--- config.mk ---
export PLATFORM = sky130hd
export DESIGN_NAME = pc_3gpp_enc_ctrl_seq_flat
export DESIGN_NICKNAME = d
export VERILOG_FILES = /design/src/rtl/pc_3gpp_enc_pkg.sv /design/src/rtl/pc_3gpp_enc_ctrl_seq_if.sv /design/src/rtl/pc_3gpp_enc_stage_cnt.sv /design/src/rtl/pc_3gpp_enc_ctrl_seq.sv /design/src/flat_wrapper.sv
export SDC_FILE = /design/constraint.sdc
export NUM_CORES = 1
export LEC_CHECK = 0
export BUFFER_PORTS_ARGS = -buffer_cell sky130_fd_sc_hd__buf_4
export CAP_MARGIN = 20
export CELL_PAD_IN_SITES_DETAIL_PLACEMENT = 1
export CELL_PAD_IN_SITES_GLOBAL_PLACEMENT = 1
export CORE_ASPECT_RATIO = 1.2
export CORE_MARGIN = 10
export CORE_UTILIZATION = 38
export CTS_CLUSTER_DIAMETER = 200
export DETAILED_ROUTE_END_ITERATION = 16
export GPL_TIMING_DRIVEN = 0
export PLACE_DENSITY_LB_ADDON = 0.1
export SYNTH_ARGS = -nofsm -noshare
export SYNTH_HDL_FRONTEND = slang
export SYNTH_SLANG_ARGS = --single-unit
--- constraint.sdc ---
create_clock -name iclk -period 2.1 [get_ports iclk]
set_input_delay 0.315 -clock iclk [delete_from_list [all_inputs] [get_ports iclk]]
set_output_delay 0.315 -clock iclk [all_outputs]
set_load 0.05 [all_outputs]
--- src/rtl/pc_3gpp_enc_pkg.sv ---
// pc_3gpp_enc_pkg: shared states, output-word layout and helpers for the polar encoder sequencer
package pc_3gpp_enc_pkg;

   localparam int KERN_LOG2    = 3;
   localparam int COMB8_CYCLES = 2;

   typedef logic [2:0] state_t;

   localparam state_t S_IDLE     = 3'd0;
   localparam state_t S_WAIT_RDY = 3'd1;
   localparam state_t S_KERN     = 3'd2;
   localparam state_t S_COMB8    = 3'd3;
   localparam state_t S_COMB     = 3'd4;
   localparam state_t S_DONE     = 3'd5;

   localparam int OW_RDY   = 0;
   localparam int OW_BUSY  = 1;
   localparam int OW_KERN  = 2;
   localparam int OW_COMB8 = 3;
   localparam int OW_COMB  = 4;
   localparam int OW_DONE  = 5;
   localparam int OW_W     = 6;

   // Moore decode of a state into the registered output word
   function automatic logic [OW_W-1:0] out_word(input state_t s);
      logic [OW_W-1:0] w;
      w           = '0;
      w[OW_RDY]   = s == S_IDLE;
      w[OW_BUSY]  = s != S_IDLE;
      w[OW_KERN]  = s == S_KERN;
      w[OW_COMB8] = s == S_COMB8;
      w[OW_COMB]  = s == S_COMB;
      w[OW_DONE]  = s == S_DONE;
      return w;
   endfunction

   // code length is never shorter than one 8x8 kernel nor longer than the build supports
   function automatic logic [3:0] clamp_log2(input logic [3:0] x, input int unsigned mx);
      return (x < 4'(KERN_LOG2)) ? 4'(KERN_LOG2) : ({28'd0, x} > mx) ? 4'(mx) : x;
   endfunction

endpackage

--- src/rtl/pc_3gpp_enc_ctrl_seq_if.sv ---
// pc_3gpp_enc_ctrl_seq_if: start/buffer/ack handshake and sequencing outputs of the encoder control
interface pc_3gpp_enc_ctrl_seq_if import pc_3gpp_enc_pkg::*; #(
   parameter int pN_LOG2_MAX = 10
);
   localparam int BW = (pN_LOG2_MAX > KERN_LOG2) ? pN_LOG2_MAX - KERN_LOG2 : 1;

   logic          istart;
   logic [3:0]    ilog2n;
   logic          ordy;
   logic          ibuf_in_rdy;
   logic          ibuf_out_rdy;
   logic          istage_ack;
   logic          okern_en;
   logic [1:0]    okern_phase;
   logic          ocomb8_en;
   logic          ocomb8_phase;
   logic          ocomb_en;
   logic [3:0]    ostage;
   logic [BW-1:0] oblk_idx;
   logic          obusy;
   logic          odone;

   modport master (
      output istart, ilog2n, ibuf_in_rdy, ibuf_out_rdy, istage_ack,
      input  ordy, okern_en, okern_phase, ocomb8_en, ocomb8_phase, ocomb_en, ostage, oblk_idx, obusy, odone
   );

   modport slave (
      input  istart, ilog2n, ibuf_in_rdy, ibuf_out_rdy, istage_ack,
      output ordy, okern_en, okern_phase, ocomb8_en, ocomb8_phase, ocomb_en, ostage, oblk_idx, obusy, odone
   );

endinterface

--- src/rtl/pc_3gpp_enc_stage_cnt.sv ---
// pc_3gpp_enc_stage_cnt: block-index/stage counters and the continue-or-advance decision
module pc_3gpp_enc_stage_cnt import pc_3gpp_enc_pkg::*; #(
   parameter int pBW = 7
) (
   input  logic           iclk,
   input  logic           ireset,
   input  logic           isclr,
   input  logic           iclkena,
   input  logic           iload,
   input  logic [3:0]     il,
   input  logic           ic8_end,
   input  logic           iack,
   output logic           olast8,
   output logic           obit0,
   output logic           ofin,
   output logic           ostay,
   output logic [pBW-1:0] oblk,
   output logic [3:0]     ostage
);

   logic [3:0]     l;
   logic [pBW-1:0] sh;

   // a block whose bit at the current stage is set has a finished sibling, so combining continues upward
   assign sh     = oblk >> (ostage - 4'(KERN_LOG2));
   assign olast8 = l == 4'(KERN_LOG2);
   assign obit0  = oblk[0];
   assign ofin   = ostage == l;
   assign ostay  = sh[0];

   // latch L on start, step the block index into the next kernel or the stage up the combine tree
   always_ff @(posedge iclk or posedge ireset) begin
      if (ireset) begin
         l      <= '0;
         oblk   <= '0;
         ostage <= '0;
      end else if (isclr) begin
         l      <= '0;
         oblk   <= '0;
         ostage <= '0;
      end else if (iclkena) begin
         if (iload) begin
            l      <= il;
            oblk   <= '0;
            ostage <= '0;
         end else if (ic8_end && !olast8) begin
            if (obit0) ostage <= 4'(KERN_LOG2 + 1);
            else oblk <= oblk + 1'b1;
         end else if (iack) begin
            ostage <= (!ofin && ostay) ? ostage + 4'd1 : 4'd0;
            if (!ofin && !ostay) oblk <= oblk + 1'b1;
         end
      end
   end

endmodule

--- src/rtl/pc_3gpp_enc_ctrl_seq.sv ---
// pc_3gpp_enc_ctrl_seq: sequences 8x8 kernel passes and combine stages of a polar encoder codeword
module pc_3gpp_enc_ctrl_seq import pc_3gpp_enc_pkg::*; #(
   parameter int pN_LOG2_MAX  = 10,
   parameter int pKERN_CYCLES = 2
) (
   input logic                   iclk,
   input logic                   ireset,
   input logic                   isclr,
   input logic                   iclkena,
   pc_3gpp_enc_ctrl_seq_if.slave bus
);

   localparam int BW = (pN_LOG2_MAX > KERN_LOG2) ? pN_LOG2_MAX - KERN_LOG2 : 1;

   state_t          state;
   state_t          nxt;
   logic [1:0]      kph;
   logic            c8ph;
   logic [OW_W-1:0] ow;
   logic            last8, bit0, fin, stay;
   logic            kern_last, c8_last, load, c8_end, ack;
   logic [BW-1:0]   blk;
   logic [3:0]      stage;

   assign kern_last = kph == 2'(pKERN_CYCLES - 1);
   assign c8_last   = c8ph == 1'(COMB8_CYCLES - 1);
   assign load      = bus.istart && (state == S_IDLE || state == S_DONE);
   assign c8_end    = state == S_COMB8 && c8_last;
   assign ack       = state == S_COMB && bus.istage_ack;

   pc_3gpp_enc_stage_cnt #(.pBW(BW)) u_cnt (
      .iclk    (iclk),
      .ireset  (ireset),
      .isclr   (isclr),
      .iclkena (iclkena),
      .iload   (load),
      .il      (clamp_log2(bus.ilog2n, pN_LOG2_MAX)),
      .ic8_end (c8_end),
      .iack    (ack),
      .olast8  (last8),
      .obit0   (bit0),
      .ofin    (fin),
      .ostay   (stay),
      .oblk    (blk),
      .ostage  (stage)
   );

   // next-state selection; each state only looks at the inputs it owns
   always_comb begin
      case (state)
         S_IDLE, S_DONE: nxt = bus.istart ? S_WAIT_RDY : S_IDLE;
         S_WAIT_RDY:     nxt = (bus.ibuf_in_rdy && bus.ibuf_out_rdy) ? S_KERN : S_WAIT_RDY;
         S_KERN:         nxt = kern_last ? S_COMB8 : S_KERN;
         S_COMB8:        nxt = !c8_last ? S_COMB8 : last8 ? S_DONE : bit0 ? S_COMB : S_KERN;
         S_COMB:         nxt = !bus.istage_ack ? S_COMB : fin ? S_DONE : stay ? S_COMB : S_KERN;
         default:        nxt = S_IDLE;
      endcase
   end

   // state, phase counters and outputs all registered from the next state so they line up with it
   always_ff @(posedge iclk or posedge ireset) begin
      if (ireset) begin
         state <= S_IDLE;
         kph   <= '0;
         c8ph  <= 1'b0;
         ow    <= out_word(S_IDLE);
      end else if (isclr) begin
         state <= S_IDLE;
         kph   <= '0;
         c8ph  <= 1'b0;
         ow    <= out_word(S_IDLE);
      end else if (iclkena) begin
         state <= nxt;
         kph   <= (state == S_KERN && nxt == S_KERN) ? kph + 2'd1 : 2'd0;
         c8ph  <= state == S_COMB8 && nxt == S_COMB8;
         ow    <= out_word(nxt);
      end
   end

   assign bus.ordy         = ow[OW_RDY];
   assign bus.obusy        = ow[OW_BUSY];
   assign bus.okern_en     = ow[OW_KERN];
   assign bus.ocomb8_en    = ow[OW_COMB8];
   assign bus.ocomb_en     = ow[OW_COMB];
   assign bus.odone        = ow[OW_DONE];
   assign bus.okern_phase  = kph;
   assign bus.ocomb8_phase = c8ph;
   assign bus.ostage       = stage;
   assign bus.oblk_idx     = blk;

endmodule
--- src/flat_wrapper.sv ---
// flat-port wrapper written by rule: the top's interface ports become plain ports
module pc_3gpp_enc_ctrl_seq_flat import pc_3gpp_enc_pkg::*;
#(
   parameter int pN_LOG2_MAX  = 10,
   parameter int pKERN_CYCLES = 2
)
  (iclk, ireset, isclr, iclkena, bus_istart, bus_ilog2n, bus_ibuf_in_rdy, bus_ibuf_out_rdy, bus_istage_ack, bus_ordy, bus_okern_en, bus_okern_phase, bus_ocomb8_en, bus_ocomb8_phase, bus_ocomb_en, bus_ostage, bus_oblk_idx, bus_obusy, bus_odone);
  pc_3gpp_enc_ctrl_seq_if #(.pN_LOG2_MAX(pN_LOG2_MAX)) bus_i ();
  input logic iclk;
  input logic ireset;
  input logic isclr;
  input logic iclkena;
  input wire logic [$bits(bus_i.istart)-1:0] bus_istart;
  input wire logic [$bits(bus_i.ilog2n)-1:0] bus_ilog2n;
  input wire logic [$bits(bus_i.ibuf_in_rdy)-1:0] bus_ibuf_in_rdy;
  input wire logic [$bits(bus_i.ibuf_out_rdy)-1:0] bus_ibuf_out_rdy;
  input wire logic [$bits(bus_i.istage_ack)-1:0] bus_istage_ack;
  output wire logic [$bits(bus_i.ordy)-1:0] bus_ordy;
  output wire logic [$bits(bus_i.okern_en)-1:0] bus_okern_en;
  output wire logic [$bits(bus_i.okern_phase)-1:0] bus_okern_phase;
  output wire logic [$bits(bus_i.ocomb8_en)-1:0] bus_ocomb8_en;
  output wire logic [$bits(bus_i.ocomb8_phase)-1:0] bus_ocomb8_phase;
  output wire logic [$bits(bus_i.ocomb_en)-1:0] bus_ocomb_en;
  output wire logic [$bits(bus_i.ostage)-1:0] bus_ostage;
  output wire logic [$bits(bus_i.oblk_idx)-1:0] bus_oblk_idx;
  output wire logic [$bits(bus_i.obusy)-1:0] bus_obusy;
  output wire logic [$bits(bus_i.odone)-1:0] bus_odone;
  assign bus_i.istart = bus_istart;
  assign bus_i.ilog2n = bus_ilog2n;
  assign bus_i.ibuf_in_rdy = bus_ibuf_in_rdy;
  assign bus_i.ibuf_out_rdy = bus_ibuf_out_rdy;
  assign bus_i.istage_ack = bus_istage_ack;
  assign bus_ordy = bus_i.ordy;
  assign bus_okern_en = bus_i.okern_en;
  assign bus_okern_phase = bus_i.okern_phase;
  assign bus_ocomb8_en = bus_i.ocomb8_en;
  assign bus_ocomb8_phase = bus_i.ocomb8_phase;
  assign bus_ocomb_en = bus_i.ocomb_en;
  assign bus_ostage = bus_i.ostage;
  assign bus_oblk_idx = bus_i.oblk_idx;
  assign bus_obusy = bus_i.obusy;
  assign bus_odone = bus_i.odone;
  pc_3gpp_enc_ctrl_seq #(.pN_LOG2_MAX(pN_LOG2_MAX), .pKERN_CYCLES(pKERN_CYCLES)) u_core (.iclk(iclk), .ireset(ireset), .isclr(isclr), .iclkena(iclkena), .bus(bus_i));
endmodule
; After elaboration in Yosys (flattened, before gate mapping)
; Cells that the tools add are included.
[totals]
regBits = 27
[op_classes]
n_lt_le_gt_ge = 2
addsub = 4
shift = 1
n_mux = 38
reduce_logical = 25
n_eq_ne = 14
[op_table]
columns = operator, n
row1 = $mux W7, 7
row2 = $mux W4, 12
row3 = $mux W3, 8
row4 = $pmux W3 S5, 1
row5 = $eq A3 B2 Y1 const B, 4
row6 = $eq A3 B3 Y1 const B, 4
row7 = $mux W6, 2
row8 = $logic_and A1 B1 Y1, 9
row9 = $mux W2, 4
row10 = $ne A4 B3 Y1 const B, 2
row11 = $reduce_bool A4 Y1, 2
row12 = $add A7 B1 Y7 const B, 1
row13 = $shr A7 B4 Y1, 1
row14 = $logic_not A3 Y1, 2
row15 = $reduce_and A3 Y1, 2
row16 = $add A4 B1 Y4 const B, 1
row17 = $eq A4 B2 Y1 const B, 1
row18 = $eq A4 B4 Y1, 1
row19 = $gt A4 B4 Y1 const B, 1
row20 = $lt A4 B2 Y1 const B, 1
row21 = $mux W1, 4
row22 = $reduce_and A4 Y1, 1
row23 = $reduce_bool A2 Y1, 2
row24 = $sub A4 B2 Y4 const B, 1
row25 = other kinds (8), 10

; Longest topological paths before layout
[logic_depth]
ltp_word = 11
ltp_mapped = 7

; Hierarchy
; Synthesis repeated with hierarchy kept, for this count alone.
[unflattened]
hier_cells = 209
hier_area_um2 = 1878.1
[by_module_without_submodules]
columns = mod, cells_each, seq_area_each_um2, n_inst, area_per_inst_um2
row1 = pc_3gpp_enc_stage_cnt, 120, 375.4, 1, 1091.0
row2 = pc_3gpp_enc_ctrl_seq, 89, 301.5, 1, 787.0

; Worst setup path before layout
; Ideal clock, no wire load.
[synth_timing]
path_type = register -> register
from = register u_core.u_cnt.ostage[1]
to = register u_core.u_cnt.oblk[0]
path_slack_ns = -0.240
stages_incl_launch_ff = 8
setup_time_ns = 0.127
arrival_ns = 2.213
period_less_slack_ns = 2.340
cell_sequence = dfrtp_1 -> ha_1 -> mux4_2 -> nor2_4 -> o311ai_4 -> buf_6 -> a21oi_1 -> o2bb2a_1
[synth_between]
elab_chain_len = 6
word_cells_on_any_way = 8
classes_between = 1 x add/sub / 1 x eq/ne / 1 x shift / 5 x reduce/logical
[synth_rtl]
columns = element, line
row1 = start: declaration, pc_3gpp_enc_stage_cnt.sv:18  ; output logic [3:0] ostage
row2 = start signal: assignment, pc_3gpp_enc_stage_cnt.sv:47  ; if (obit0) ostage <= 4'(KERN_LOG2 + 1);
row3 = start signal: assignment, pc_3gpp_enc_stage_cnt.sv:50  ; ostage <= (!ofin && ostay) ? ostage + 4'd1 : 4'd0;
row4 = $sub A4 B2 Y4, pc_3gpp_enc_stage_cnt.sv:25  ; assign sh = oblk >> (ostage - 4'(KERN_LOG2));
row5 = $shr A7 B4 Y1, pc_3gpp_enc_stage_cnt.sv:25
row6 = $logic_not A1 Y1, pc_3gpp_enc_stage_cnt.sv:51  ; if (!ofin && !ostay) oblk <= oblk + 1'b1;
row7 = $logic_and A1 B1 Y1 (*), pc_3gpp_enc_stage_cnt.sv:51
row8 = $reduce_bool A4 Y1 (no source line) (*), -
row9 = $reduce_and A3 Y1 (no source line) (*), -
row10 = end signal: assignment, pc_3gpp_enc_stage_cnt.sv:48  ; else oblk <= oblk + 1'b1;
row11 = end signal: assignment, pc_3gpp_enc_stage_cnt.sv:51
row12 = end: declaration, pc_3gpp_enc_stage_cnt.sv:17  ; output logic [pBW-1:0] oblk,
; Mark *: on every way between the ends. The rest lies on a longest branch, timed or not.
; A chain may end at the register's enable or synchronous reset.

; Worst setup path in the final report
[layout_timing]
from = register u_core.u_cnt.ostage[0]
to = register u_core.u_cnt.oblk[0]
; The elaborated chain is that of the path after synthesis.

==> summary.txt <==
Worst setup path
  • Reg-to-reg startpoint: u_core.u_cnt.ostage[0]
  • WP data arrival: 2280 ps
  • WS Path Type: reg -> reg
  • FF-to-FF path depth: 6
  • Worst Path Required: 2280 ps
  • Crit-path max FO: 6
  • Terminus of the critical flop-to-flop path: u_core.u_cnt.oblk[0]
  • Worst reg2reg setup slack: -7 ps
  • Critical Path Source Type: flip-flop
  • CP Capture Type: flip-flop

Placed design
  • DPL Wire Length: 4349 um
  • Placer Congestion: 0.8638
  • IO buf count: 29
  • Setup WS pre-CTS: -188.8 ps

Cells and area
  • # fillers: 548
  • ANT cells: 0
  • Most frequent cells in the layout: buf_4, dfrtp_1, nand2_1
  • Multi-input combinational cell area: 1179 um^2
  • Fraction of layout cells with a size suffix above 1: 33.20%
  • Final net count: 270
  • Most common cell after layout, fill and taps aside: buf_4
  • Synth-to-layout area growth: 35.80%
  • Sequential cell area: 679.4 um^2

Clock tree
  • H-tree depth: 1
  • Root buffer cell: clkbuf_8
  • Worst-skew pair later-pin latency: 280 ps
  • Clk slew on worst S/H paths: 100 ps
  • Maximum clock path buffer count: 2
  • Clk sinks: 27
  • TritonCTS Buffers: 3
  • CTS tree: built
  • Hold Buf Count CTS: 0

Floorplan
  • Core Footprint: 4628 um^2
  • Initial Util: 39.42%
  • # IOs: 32
  • Die Width: 83.25 um
  • Die Ht: 95.90 um
  • Die area: 7984 um^2
  • # rows: 27

Logic synthesis
  • Synth Register Bits: 27
  • Syn. warnings: 0
  • Sequential-to-total area share from yosys stat: 37.11%
  • Cell taking the most area after synthesis: dfrtp_1
  • Netlist Area Pre-Place: 1824 um^2
  • Synth top area cells: dfrtp_1, nand2_1, nand3_1
  • Yosys cell types: 58
  • Mapped Nets: 219
  • Yosys top cell area share: 35.67%
  • Syn_area_per_cell: 8.986 um^2
  • Post-synth EDFFs: 0
  • Syn Inst Count: 203
  • Ys async rst share: 100.0%
  • Top FF cell, synth: dfrtp_1

Drt
  • WL/cell: 19.29 um
  • Vias per cell: 5.768
  • Final ANT Viol Nets: 0
  • First-pass DRT Iterations: 4
  • Drt drc: 0
  • Initial DRC count: 107
  • Vias: 1794
  • Drt total wl: 6000 um

Global routing
  • Overflow after GRT: 0
  • Global-route wire length before repair: 9818 um
  • Largest net degree at the start of global routing: 16
  • Initial antenna violation count: 0
  • Vias in the first global route: 1956
  • All-Layer GR Usage: 14.71%

STA
  • RSZ-0062 raised after global routing: yes
  • Max Clk Rate: 0.4746 GHz
  • Min Tclk post-route: 2107 ps
  • Final setup viols: 1
  • Setup slack after layout: -6.930 ps
  • Final Skew: 7.693 ps
  • Final Hold Vio Count: 0
  • Slew HR: 49.73%
  • Worst Tran Pin Value: 751.3 ps
  • Final slew viol count: 0
  • Final period utilization: 100.3%

Outcome
  • Failing checks: negative setup slack
  • Status: finished, violations left

Power and ir drop
  • PwrDens: 434.0 nW/um^2
  • Pwr Total: 0.001075 W
  • Peak VDD IR: 0.0002500 V
  • Leak pwr: 1.060 nW

Hold path
  • Min-Delay Path Class: in -> async

Job
  • MaxCap Viol Count: 0
worst max-delay path: stages, from the launching register on:
cell      delay [ps]
dfrtp_2          450
ha_4             270
o211a_1          280
o311ai_4         470
buf_6            210
a21oi_2           70
o2bb2a_4         250
synth_stat cells, types with 2 or more instances:
cell type / count
a31oi_1: 3
a31o_1: 2
buf_4: 2
or4_1: 4
buf_6: 2
inv_1: 13
o21a_1: 2
a21o_1: 4
a41oi_1: 3
o22ai_1: 2
mux2i_1: 3
clkbuf_1: 4
ha_1: 4
nand2_1: 23
nor2_1: 12
buf_2: 3
a2bb2oi_1: 2
o211a_1: 2
nand2b_1: 3
xnor2_1: 7
o211ai_1: 3
o21ai_1: 4
a211o_1: 2
dfrtp_1: 26
nand4b_1: 2
o21ai_0: 3
nand3_1: 15
a21oi_1: 12
and2_1: 3
o31ai_1: 4
nor3b_1: 2
sequential cells by signal, summed over array words and instances, names as in the netlist:
signal	flops
u_core.state	3
u_core.bus.ocomb8_phase	1
u_core.ow	6
u_core.u_cnt.ostage	4
u_core.u_cnt.oblk	7
u_core.u_cnt.l	4
u_core.bus.okern_phase	2
kinds of logic after synthesis:
logic type	count (synthesis)	synth area share, %
mux	4	2.881
xor+xnor	8	3.841
simple gates	75	22.02
fa+ha+maj	4	2.744
buf+inv	24	6.378
flops	27	37.11
compound gates	61	25.04
per-stage QoR:
stage	instances	hold WS (ps)	TNS (ps)	utilization, %	area [um^2]
2_1_floorplan	203	366.8	-16.08	-	1846
6_report	311	102.6	-6.930	53.53	2477
4_1_cts	300	114.8	-6.930	49.64	2297
5_1_grt	311	133.1	-668.1	53.53	2477
3_5_place_dp	291	426.9	-822.4	46.74	2163
3_3_place_gp	290	464.2	-331.9	46.15	2136
routing by layer:
metal	global-route usage, %	up-vias	share of wire (%)
met5	0	-	0
met2	27.26	35	53
li1	-	851	-
met1	16.75	898	42
met4	4.972	0	1.9
met3	2.620	10	3.0
repair_timing:
action	in CTS	in global routing
resized for setup	8	18
endpoints found under the setup margin	16	15
pin swaps	8	12
buffers inserted	5	11
worst max-delay path by stage:
stage | start | to | slack, ps | cells past startpoint
3_3_place_gp | u_core.u_cnt.ostage[1] | u_core.ow[1] | -120 | 6
6_report | u_core.u_cnt.ostage[0] | u_core.u_cnt.oblk[0] | -7 | 6
4_1_cts | u_core.u_cnt.ostage[0] | u_core.u_cnt.oblk[6] | -7 | 8
2_1_floorplan | u_core.u_cnt.ostage[0] | u_core.u_cnt.oblk[5] | -10 | 7
5_1_grt | u_core.u_cnt.ostage[0] | u_core.u_cnt.oblk[6] | -110 | 8
3_5_place_dp | u_core.u_cnt.ostage[1] | u_core.ow[1] | -190 | 6
report_power, final:
| group | total (W) | internal, W | switching [W] |
|---|---|---|---|
| Combinational | 0.000217 | 0.0000824 | 0.000135 |
| Sequential | 0.000541 | 0.000532 | 0.00000939 |
| Clock | 0.000317 | 0.000137 | 0.000180 |
| Total | 0.00108 | 0.000751 | 0.000324 |
final cells by class:
class                      instances  area share [%]
buffer                            11           2.727
clock buffer                       4           1.818
inverter                          13           1.970
multi-input combinational        152           47.58
sequential                        27           27.42
tap                               58           2.929
timing repair buffer              46           15.56
No activity file was read; power rests on OpenSTA's default activity.
